`config.mk`:
```
export PLATFORM = sky130hd
export DESIGN_NAME = mmss_bcd_counter
export DESIGN_NICKNAME = d
export VERILOG_FILES = /design/src/rtl/mmss_bcd_counter.sv
export SDC_FILE = /design/constraint.sdc
export NUM_CORES = 1
export LEC_CHECK = 0
export ABC_AREA = 1
export CORE_MARGIN = 4
export CORE_UTILIZATION = 54
export CTS_BUF_LIST = sky130_fd_sc_hd__clkbuf_4 sky130_fd_sc_hd__clkbuf_8
export CTS_CLUSTER_SIZE = 30
export DETAILED_ROUTE_END_ITERATION = 16
export PLACE_DENSITY = 0.94
export SYNTH_ARGS = -nofsm -noshare
export SYNTH_HDL_FRONTEND = slang
export SYNTH_SLANG_ARGS = --single-unit
```
`constraint.sdc`:
```
create_clock -name clk -period 2.5 [get_ports clk]
set_input_delay 0.25 -clock clk [delete_from_list [all_inputs] [get_ports clk]]
set_output_delay 0.25 -clock clk [all_outputs]
set_load 0.01 [all_outputs]
```
`src/rtl/mmss_bcd_counter.sv`:
```
// -----------------------------------------------------------------------------
// mmss_bcd_counter
// Time-keeping core of the stopwatch. Holds minutes:seconds as four BCD digits
// and runs, pauses or enters adjust mode from debounced button/switch levels.
// All logic runs on clk; tick_1hz / tick_2hz are one-cycle enables.
//
// Parameters:
//   START_PAUSED : 1 = state after reset is PAUSED, 0 = RUN
//   MAX_MIN      : highest minute value (1..99); minutes wrap MAX_MIN -> 00
//
// Ports:
//   clk        in   system clock
//   rst        in   synchronous, active-high reset
//   tick_1hz   in   one-cycle count enable (1 Hz)
//   tick_2hz   in   one-cycle adjust enable (2 Hz)
//   pause_lvl  in   debounced pause button level; rising edge toggles RUN/PAUSED
//   adj        in   adjust-mode switch level
//   sel        in   adjust field select: 0 = minutes, 1 = seconds
//   lap_lvl    in   debounced lap button level (LAP_HOLD_EN builds only)
//   min_tens   out  BCD minutes tens
//   min_ones   out  BCD minutes ones
//   sec_tens   out  BCD seconds tens (0..5)
//   sec_ones   out  BCD seconds ones (0..9)
//   running    out  1 while in RUN
//   rollover   out  one-cycle pulse on MAX_MIN:59 -> 00:00 while running
//
// Optional feature macro: LAP_HOLD_EN
//   When defined, a rising edge of lap_lvl in RUN or PAUSED toggles a hold
//   flag that freezes the digit outputs while the internal count continues.
// -----------------------------------------------------------------------------
module mmss_bcd_counter #(
    parameter int START_PAUSED = 0,
    parameter int MAX_MIN      = 59
) (
    input  logic       clk,
    input  logic       rst,
    input  logic       tick_1hz,
    input  logic       tick_2hz,
    input  logic       pause_lvl,
    input  logic       adj,
    input  logic       sel,
    input  logic       lap_lvl,
    output logic [3:0] min_tens,
    output logic [3:0] min_ones,
    output logic [3:0] sec_tens,
    output logic [3:0] sec_ones,
    output logic       running,
    output logic       rollover
);

    typedef enum logic [1:0] {
        ST_RUN    = 2'd0,
        ST_PAUSED = 2'd1,
        ST_ADJUST = 2'd2
    } state_t;

    localparam logic [3:0] MAX_MIN_TENS = 4'(MAX_MIN / 10);
    localparam logic [3:0] MAX_MIN_ONES = 4'(MAX_MIN % 10);
    localparam state_t     RESET_STATE  = (START_PAUSED != 0) ? ST_PAUSED : ST_RUN;

    // Minutes BCD pair increment, wrapping MAX_MIN -> 00. Returns {tens, ones}.
    function automatic logic [7:0] min_inc(input logic [3:0] tens, input logic [3:0] ones);
        logic [7:0] res;
        if ((tens == MAX_MIN_TENS) && (ones == MAX_MIN_ONES)) begin
            res = 8'h00;
        end else if (ones == 4'd9) begin
            res = {tens + 4'd1, 4'd0};
        end else begin
            res = {tens, ones + 4'd1};
        end
        return res;
    endfunction

    // Seconds BCD pair increment, 59 -> 00. Returns {carry_out, tens, ones}.
    function automatic logic [8:0] sec_inc(input logic [3:0] tens, input logic [3:0] ones);
        logic [8:0] res;
        if (ones != 4'd9) begin
            res = {1'b0, tens, ones + 4'd1};
        end else if (tens != 4'd5) begin
            res = {1'b0, tens + 4'd1, 4'd0};
        end else begin
            res = {1'b1, 4'd0, 4'd0};
        end
        return res;
    endfunction

    state_t     state_r, state_next_s;
    logic       pause_q_r;
    logic       pause_rise_s;
    logic [3:0] cnt_mt_r, cnt_mo_r, cnt_st_r, cnt_so_r;
    logic [3:0] cnt_mt_s, cnt_mo_s, cnt_st_s, cnt_so_s;
    logic [3:0] out_mt_r, out_mo_r, out_st_r, out_so_r;
    logic       rollover_r, rollover_s;
    logic       hold_next_s;
    logic [8:0] sec_step_s;
    logic [7:0] min_step_s;

    assign pause_rise_s = pause_lvl & ~pause_q_r;
    assign sec_step_s   = sec_inc(cnt_st_r, cnt_so_r);
    assign min_step_s   = min_inc(cnt_mt_r, cnt_mo_r);

    // Next-state and next-count decode from the registered state.
    always_comb begin
        state_next_s = state_r;
        cnt_mt_s     = cnt_mt_r;
        cnt_mo_s     = cnt_mo_r;
        cnt_st_s     = cnt_st_r;
        cnt_so_s     = cnt_so_r;
        rollover_s   = 1'b0;
        case (state_r)
            ST_RUN: begin
                if (adj) begin
                    state_next_s = ST_ADJUST;
                end else if (pause_rise_s) begin
                    state_next_s = ST_PAUSED;
                end else begin
                    state_next_s = ST_RUN;
                end
                // Counting still happens on the cycle the pause edge arrives.
                if (tick_1hz) begin
                    cnt_st_s = sec_step_s[7:4];
                    cnt_so_s = sec_step_s[3:0];
                    if (sec_step_s[8]) begin
                        cnt_mt_s = min_step_s[7:4];
                        cnt_mo_s = min_step_s[3:0];
                        rollover_s = (cnt_mt_r == MAX_MIN_TENS) && (cnt_mo_r == MAX_MIN_ONES);
                    end else begin
                        rollover_s = 1'b0;
                    end
                end else begin
                    rollover_s = 1'b0;
                end
            end
            ST_PAUSED: begin
                if (adj) begin
                    state_next_s = ST_ADJUST;
                end else if (pause_rise_s) begin
                    state_next_s = ST_RUN;
                end else begin
                    state_next_s = ST_PAUSED;
                end
            end
            ST_ADJUST: begin
                // Leaving adjust always lands in PAUSED; the user resumes explicitly.
                if (!adj) begin
                    state_next_s = ST_PAUSED;
                end else begin
                    state_next_s = ST_ADJUST;
                end
                if (tick_2hz) begin
                    if (sel) begin
                        // Seconds wrap on their own; no carry into minutes here.
                        cnt_st_s = sec_step_s[7:4];
                        cnt_so_s = sec_step_s[3:0];
                    end else begin
                        cnt_mt_s = min_step_s[7:4];
                        cnt_mo_s = min_step_s[3:0];
                    end
                end else begin
                    cnt_st_s = cnt_st_r;
                end
            end
            default: begin
                state_next_s = RESET_STATE;
            end
        endcase
    end

`ifdef LAP_HOLD_EN
    logic lap_q_r;
    logic hold_r;
    logic lap_rise_s;

    assign lap_rise_s = lap_lvl & ~lap_q_r;

    // Hold flag decode: cleared on entry to adjust, toggled by lap edges otherwise.
    always_comb begin
        hold_next_s = hold_r;
        if ((state_next_s == ST_ADJUST) && (state_r != ST_ADJUST)) begin
            hold_next_s = 1'b0;
        end else if ((state_r != ST_ADJUST) && lap_rise_s) begin
            hold_next_s = ~hold_r;
        end else begin
            hold_next_s = hold_r;
        end
    end

    // Lap edge detector and hold flag; lap_q loads the live level on reset.
    always_ff @(posedge clk) begin
        if (rst) begin
            lap_q_r <= lap_lvl;
            hold_r  <= 1'b0;
        end else begin
            lap_q_r <= lap_lvl;
            hold_r  <= hold_next_s;
        end
    end
`else
    logic unused_lap_s;
    assign unused_lap_s = lap_lvl;
    assign hold_next_s  = 1'b0;
`endif

    // State, edge detector and live count registers.
    always_ff @(posedge clk) begin
        if (rst) begin
            state_r    <= RESET_STATE;
            pause_q_r  <= pause_lvl;
            cnt_mt_r   <= 4'd0;
            cnt_mo_r   <= 4'd0;
            cnt_st_r   <= 4'd0;
            cnt_so_r   <= 4'd0;
            rollover_r <= 1'b0;
        end else begin
            state_r    <= state_next_s;
            pause_q_r  <= pause_lvl;
            cnt_mt_r   <= cnt_mt_s;
            cnt_mo_r   <= cnt_mo_s;
            cnt_st_r   <= cnt_st_s;
            cnt_so_r   <= cnt_so_s;
            rollover_r <= rollover_s;
        end
    end

    // Output digit registers: follow the live count unless a lap hold is active.
    always_ff @(posedge clk) begin
        if (rst) begin
            out_mt_r <= 4'd0;
            out_mo_r <= 4'd0;
            out_st_r <= 4'd0;
            out_so_r <= 4'd0;
        end else if (!hold_next_s) begin
            out_mt_r <= cnt_mt_s;
            out_mo_r <= cnt_mo_s;
            out_st_r <= cnt_st_s;
            out_so_r <= cnt_so_s;
        end else begin
            out_mt_r <= out_mt_r;
            out_mo_r <= out_mo_r;
            out_st_r <= out_st_r;
            out_so_r <= out_so_r;
        end
    end

    assign min_tens = out_mt_r;
    assign min_ones = out_mo_r;
    assign sec_tens = out_st_r;
    assign sec_ones = out_so_r;
    assign running  = (state_r == ST_RUN);
    assign rollover = rollover_r;

endmodule

```
### After elaboration in Yosys (flattened, before gate mapping)

Cells that the tools add are included.

| cells by class | value |
|---|---|
| add/subtract/negate cells | 4 |
| multipliers | 0 |
| divide/modulo/power cells | 0 |
| magnitude comparators | 0 |
| equality and inequality tests | 11 |
| shift operators | 0 |
| multiplexer cells | 28 |
| bitwise logic cells | 5 |
| reduce and logical (&&, ||, !) cells | 6 |

Operators with widths:

| operator | count |
|---|---|
| two-way mux 4 bit | 14 |
| one-hot mux 4 bit (2 select lines) | 4 |
| two-way mux 9 bit | 2 |
| adder 4 x 1 -> 4 bit, second input constant | 4 |
| two-way mux 8 bit | 2 |
| inequality test 2 bit, second input constant | 4 |
| two-way mux 2 bit | 3 |
| one-hot mux 2 bit (3 select lines) | 1 |
| AND reduction 5 bit | 1 |
| equality test 4 x 3 -> 1 bit, second input constant | 1 |
| equality test 4 bit, second input constant | 1 |
| inequality test 4 x 3 -> 1 bit, second input constant | 1 |
| inequality test 4 bit, second input constant | 1 |
| inverter 1 bit | 4 |
| AND reduction 4 bit | 1 |
| OR reduction 4 bit | 1 |
| equality test 2 x 1 -> 1 bit, second input constant | 1 |
| equality test 2 bit, second input constant | 1 |
| zero test 2 bit | 1 |
| two-way mux 1 bit | 2 |
| inequality test 2 x 1 -> 1 bit, second input constant | 1 |
| nonzero test 2 bit | 1 |
| bitwise AND 1 bit | 1 |
| logical AND 1 bit | 1 |

| storage, ports and cells | value |
|---|---|
| bits in registers | 20 |
| latch bits | 0 |
| memory bits (writable) | 0 |
| ROM bits | 0 |
| input bits | 8 |
| output and inout port bits | 18 |
| word-level logic and storage cells | 61 |
| memories kept | 0 |

### Longest topological paths before layout

| depth | value |
|---|---|
| depth after elaboration | 6 |
| gate-level depth with buffers | 9 |
| mapped depth without buffers | 9 |

### Worst setup path before layout

No wires, ideal clock.

| timing | value |
|---|---|
| path type | flip-flop to flip-flop |
| start point | register, netlist name min_ones[0] |
| end point | register out_mt_r[2], in the netlist min_tens[2] |
| library setup time | 0.070 ns |
| arrival time | 1.301 ns |
| data required time | 2.430 ns |
| slack | 1.129 ns |
| cell stages (with the launch flop) | 8 |
| buffers on the path | 0 |
| period minus slack after synthesis | 1.371 ns |
| cells stage by stage | dfxtp_1 ha_1 nand2_1 nor2_1 nand3_1 nor2_1 nand4_1 a21oi_1 |

RTL lines:

| what | RTL line | text |
|---|---|---|
| to (signal assigned) | 233 | `out_mt_r <= cnt_mt_s;` |
| to (signal assigned) | 238 | `out_mt_r <= out_mt_r;` |
| to (decl) | 92 | `logic [3:0] out_mt_r, out_mo_r, out_st_r, out_so_r;` |

### Final worst setup path

| timing | value |
|---|---|
| start point | register state_r[0] |
| end point | output running |

| between the ends | value |
|---|---|
| cells in the longest elaborated chain, start to end | 1 |

RTL lines:

| what | RTL line | text |
|---|---|---|
| from (decl) | 87 | `state_t state_r, state_next_s;` |
| from (signal assigned) | 215 | `state_r <= state_next_s;` |
| zero test 2 bit | 249 | `assign running = (state_r == ST_RUN);` |
| to (decl) | 47 | `output logic running,` |

No other way between the ends.

==> run summary <==
On the critical path, the stage with the largest delay is an instance of sky130_fd_sc_hd__clkdlybuf4s50_1. OpenSTA, run right after detailed placement, puts the worst setup slack at 0.900 ns. The placeable core region was 0.00180 mm2. Clock tree synthesis selected as its root buffer the cell sky130_fd_sc_hd__clkbuf_4. By area the synthesized netlist is led by sky130_fd_sc_hd__dfxtp_1, sky130_fd_sc_hd__nand2_1, sky130_fd_sc_hd__inv_1.

The cell family contributing the most delay on the critical path was buffers and inverters. The tools report the beginning of the critical path as state_r[0]$_SDFF_PP0_. The via count of the first global-routing pass came out at 989. The number of maximum-capacitance violations is 0, and the number of buffers added for setup after CTS is 0. After clock tree synthesis, the clock-pin slew on the worst setup and hold paths is 0.10 ns.

Between clock sinks in the finished design, the worst skew comes to 0.00897 ns. Clock tree synthesis inserted a total of 3 buffers. In this run the worst path has a maximum fanout of 5. The logic gate share of total power was 14.3%; the measured slew at the worst slew-check pin was 0.474 ns. The mapped netlist covers 0.00107 mm2. For the finished layout, the period the worst path requires is 1.74 ns. The count of nets left with antenna violations once routing finished came out at 0.

In the finished design, the share of the clock period the worst path needs comes to 69.6%. Measured along the x axis, the die boundary spans 52.5 um. The area growth from synthesis to layout works out to 27.1%.

The first detailed-routing pass took 4 iterations. Routability-driven placement finished with a final weighted congestion of 0.792. The tools report the fmax as 575 MHz. Data on the critical path arrives at its endpoint at 1.49 ns.

The count of buffer and inverter cells on the critical path is 1. After global routing the overflow that remains totals 0. The worst endpoint required time is 2.25 ns. Once the floorplan was initialized, standard cells occupied 59.4% of the core.

Sequential share of the synthesized area: 37.4%. After technology mapping, the gate count stands at 155. The share of post-route cells with drive strength above 1 came out at 7.18%. The overall die area is 0.00276 mm2. After detailed routing, the number of remaining DRC violations is 0.

The first routing iteration left 18 violations. The first global-routing pass estimated 4030 um of wire. In this run, post-CTS repair resized a total of 0 instances. In this run the most critical hold path is launched from pause_lvl.

Dividing the detail-routed wire length by the instance count gives 11.5 um. TritonCTS built the clock tree. The worst path meets setup with 0.760 ns of slack. The post-synthesis area per instance works out to 6.90 um2. The tools report the count of nets after finishing as 195.

From bottom edge to top edge, the die measures 52.5 um. The number of pins exceeding their max-slew limit in the final report was 0; the flip-flop and latch count after synthesis was 20. Longest individual stage delay on the worst path: 0.59 ns. Setup repair after global routing left no endpoint under its margin.

The startpoint type of the worst setup path is a flop. The routed wire length came out at 2370 um. Sorting the synthesized cells by how often they occur yields sky130_fd_sc_hd__nand2_1, sky130_fd_sc_hd__inv_1, sky130_fd_sc_hd__dfxtp_1, sky130_fd_sc_hd__nor2_1, sky130_fd_sc_hd__a21oi_1. The analysis attributes to cell leakage a power of 0.554 nW. Number of synthesized flops with an enable pin: 0. The category of the critical setup timing path is flop to primary output. Largest net degree at the start of global routing: 13. No sink is reached through more buffers than the 2 on the longest clock path. The run gives 167 as the number of nets in the synthesized netlist. Across the VDD grid, the largest voltage drop is 0.380 mV.

Walking the worst path, the cells encountered are nor2_1 > clkdlybuf4s50_1. The biggest area contributor in the post-synthesis netlist is sky130_fd_sc_hd__dfxtp_1. The floorplan has 15 rows.

For this design the total switching power over the nets is 151 uW. For the total clock sinks, the log shows 20. Internal power comes to 419 uW. Beginning of the worst register-to-register path: min_ones[0]$_SDFFE_PP0P_. Input and output buffers added on the ports amount to 24.

After synthesis, the largest area contributor takes up 37.4% of total cell area. The routed layout has 1053 vias. Counting distinct cell types in the post-synthesis netlist gives 25.

The tools report the final setup violation count as 0. For this design the top-level I/O count stands at 26. The total power density per cell area was 419 mW/mm2; the count of synthesis-stage warnings from yosys was 0. For the source-to-sink clock delay at the later pin of the worst-skew pair, the log shows 0.30 ns. The logs give 59.2% for the part of the power in registers and 1860 um for the post-DP HPWL. For this run, the leading register cell type out of synthesis is sky130_fd_sc_hd__dfxtp_1.

The logs give 1 for the number of H-tree branching levels and 0 for the number of hold violations in the final report. Measured on the finished design, the core utilization comes to 75.5%. The logs give 19.5% for the total global-route track usage and 26.5% for the proportion of power drawn by the clock network. The logs give 68.3% for the relative max-transition margin and 0 for the hold buffer count at cts. Net switching is 26.5% of the power. Number of antenna cells inserted: 0. Dividing the detail-routed via count by the number of cells gives 5.11.

The fraction of registers with async set or reset after synthesis works out to 0%. sky130_fd_sc_hd__nand2_1 is the most common cell in the netlist. The initial antenna violation count was 0. For the final routed database, the setup TNS stands at 0 ns. The run finished with clean final reports. The worst hold path belongs to the class primary input to flop. Sort of element at the end of the critical path: a primary output.
-- cell usage in the layout (no fill, tap or decap) --
cell / instances
sky130_fd_sc_hd__nand2_1: 33
sky130_fd_sc_hd__clkdlybuf4s50_1: 24
sky130_fd_sc_hd__inv_1: 21
sky130_fd_sc_hd__nor2_1: 20
sky130_fd_sc_hd__dfxtp_1: 20
sky130_fd_sc_hd__a21oi_1: 14
sky130_fd_sc_hd__nand3_1: 9
sky130_fd_sc_hd__nor3_1: 5
sky130_fd_sc_hd__o21ai_0: 4
sky130_fd_sc_hd__nand4_1: 4
sky130_fd_sc_hd__ha_1: 4
sky130_fd_sc_hd__inv_2: 3
sky130_fd_sc_hd__clkbuf_4: 3
sky130_fd_sc_hd__nor2_4: 2
sky130_fd_sc_hd__nand3_2: 2
sky130_fd_sc_hd__o21bai_1: 2
sky130_fd_sc_hd__xor2_1: 2
sky130_fd_sc_hd__nand3b_1: 1
sky130_fd_sc_hd__o21ai_1: 1
sky130_fd_sc_hd__and3_1: 1
sky130_fd_sc_hd__nand2_4: 1
sky130_fd_sc_hd__nor3b_1: 1
sky130_fd_sc_hd__nor2_2: 1
sky130_fd_sc_hd__o21ai_2: 1
sky130_fd_sc_hd__o21a_1: 1
sky130_fd_sc_hd__nor4_1: 1
-- state kept, by name, indices dropped and copies added (netlist names) --
| name | cells |
|---|---|
| sec_ones | 4 |
| min_ones | 4 |
| rollover | 1 |
| pause_q_r | 1 |
| sec_tens | 4 |
| min_tens | 4 |
| state_r | 2 |
-- routing by layer --
metal | up-vias | wire [um] | global-route usage (%)
met1 | 459 | 1010 | 22.0
met4 | 0 | 102 | 10.6
met2 | 30 | 1180 | 35.1
met5 | - | 0 | 0
li1 | 553 | - | -
met3 | 11 | 80 | 1.99
-- cell families (layout without fill, tap and decap cells) --
logic type	Yosys count	after routing	share of synthesized area, %
AOI/OAI and AO/OA	23	23	11.8
xor gates and xnor gates	2	2	1.64
adders and majority gates	4	4	4.68
buffers and inverters	25	51	8.77
DFF	20	20	37.4
and+or+nand+nor	81	81	35.7
-- per-stage QoR --
| stage | hold WS [ns] | area, um2 | power, mW | instances |
|---|---|---|---|---|
| global placement | 0.487 | 1340 | 0.421 | 203 |
| floorplan | 0.278 | 1070 | 0.390 | 155 |
| CTS | 0.408 | 1360 | 0.576 | 206 |
| global route | 0.426 | 1360 | 0.600 | 206 |
| detailed placement | 0.510 | 1340 | 0.426 | 203 |
| finish | 0.414 | 1360 | 0.570 | 206 |
-- layout make-up --
cell class                 instances  area (um2)
clock buffer                       3        22.5
tap                               25        31.3
sequential                        20         400
timing repair buffer              24         240
multi-input combinational        110         576
fill                             147         442
inverter                          24        90.1
-- worst paths after layout --
path / end / slack, ns / cells past startpoint
setup reg to reg: min_tens[2]$_SDFFE_PP0P_ / 0.93 / 7
hold / removal: pause_q_r$_DFF_P_ / 0.41 / 1
setup / recovery: running / 0.76 / 2
hold reg to reg: min_tens[3]$_SDFFE_PP0P_ / 0.52 / 2
-- power groups by stage --
| stage | combinational, mW | clock, mW | sequential, mW |
|---|---|---|---|
| after floorplan | 0.0444 | 0 | 0.346 |
| after global placement | 0.0775 | 0 | 0.344 |
| after detailed placement | 0.0809 | 0 | 0.345 |
| after CTS | 0.0814 | 0.157 | 0.338 |
| after global routing | 0.0901 | 0.170 | 0.339 |
| final | 0.0815 | 0.151 | 0.338 |
Note: power is estimated with default switching activity, not from simulation.
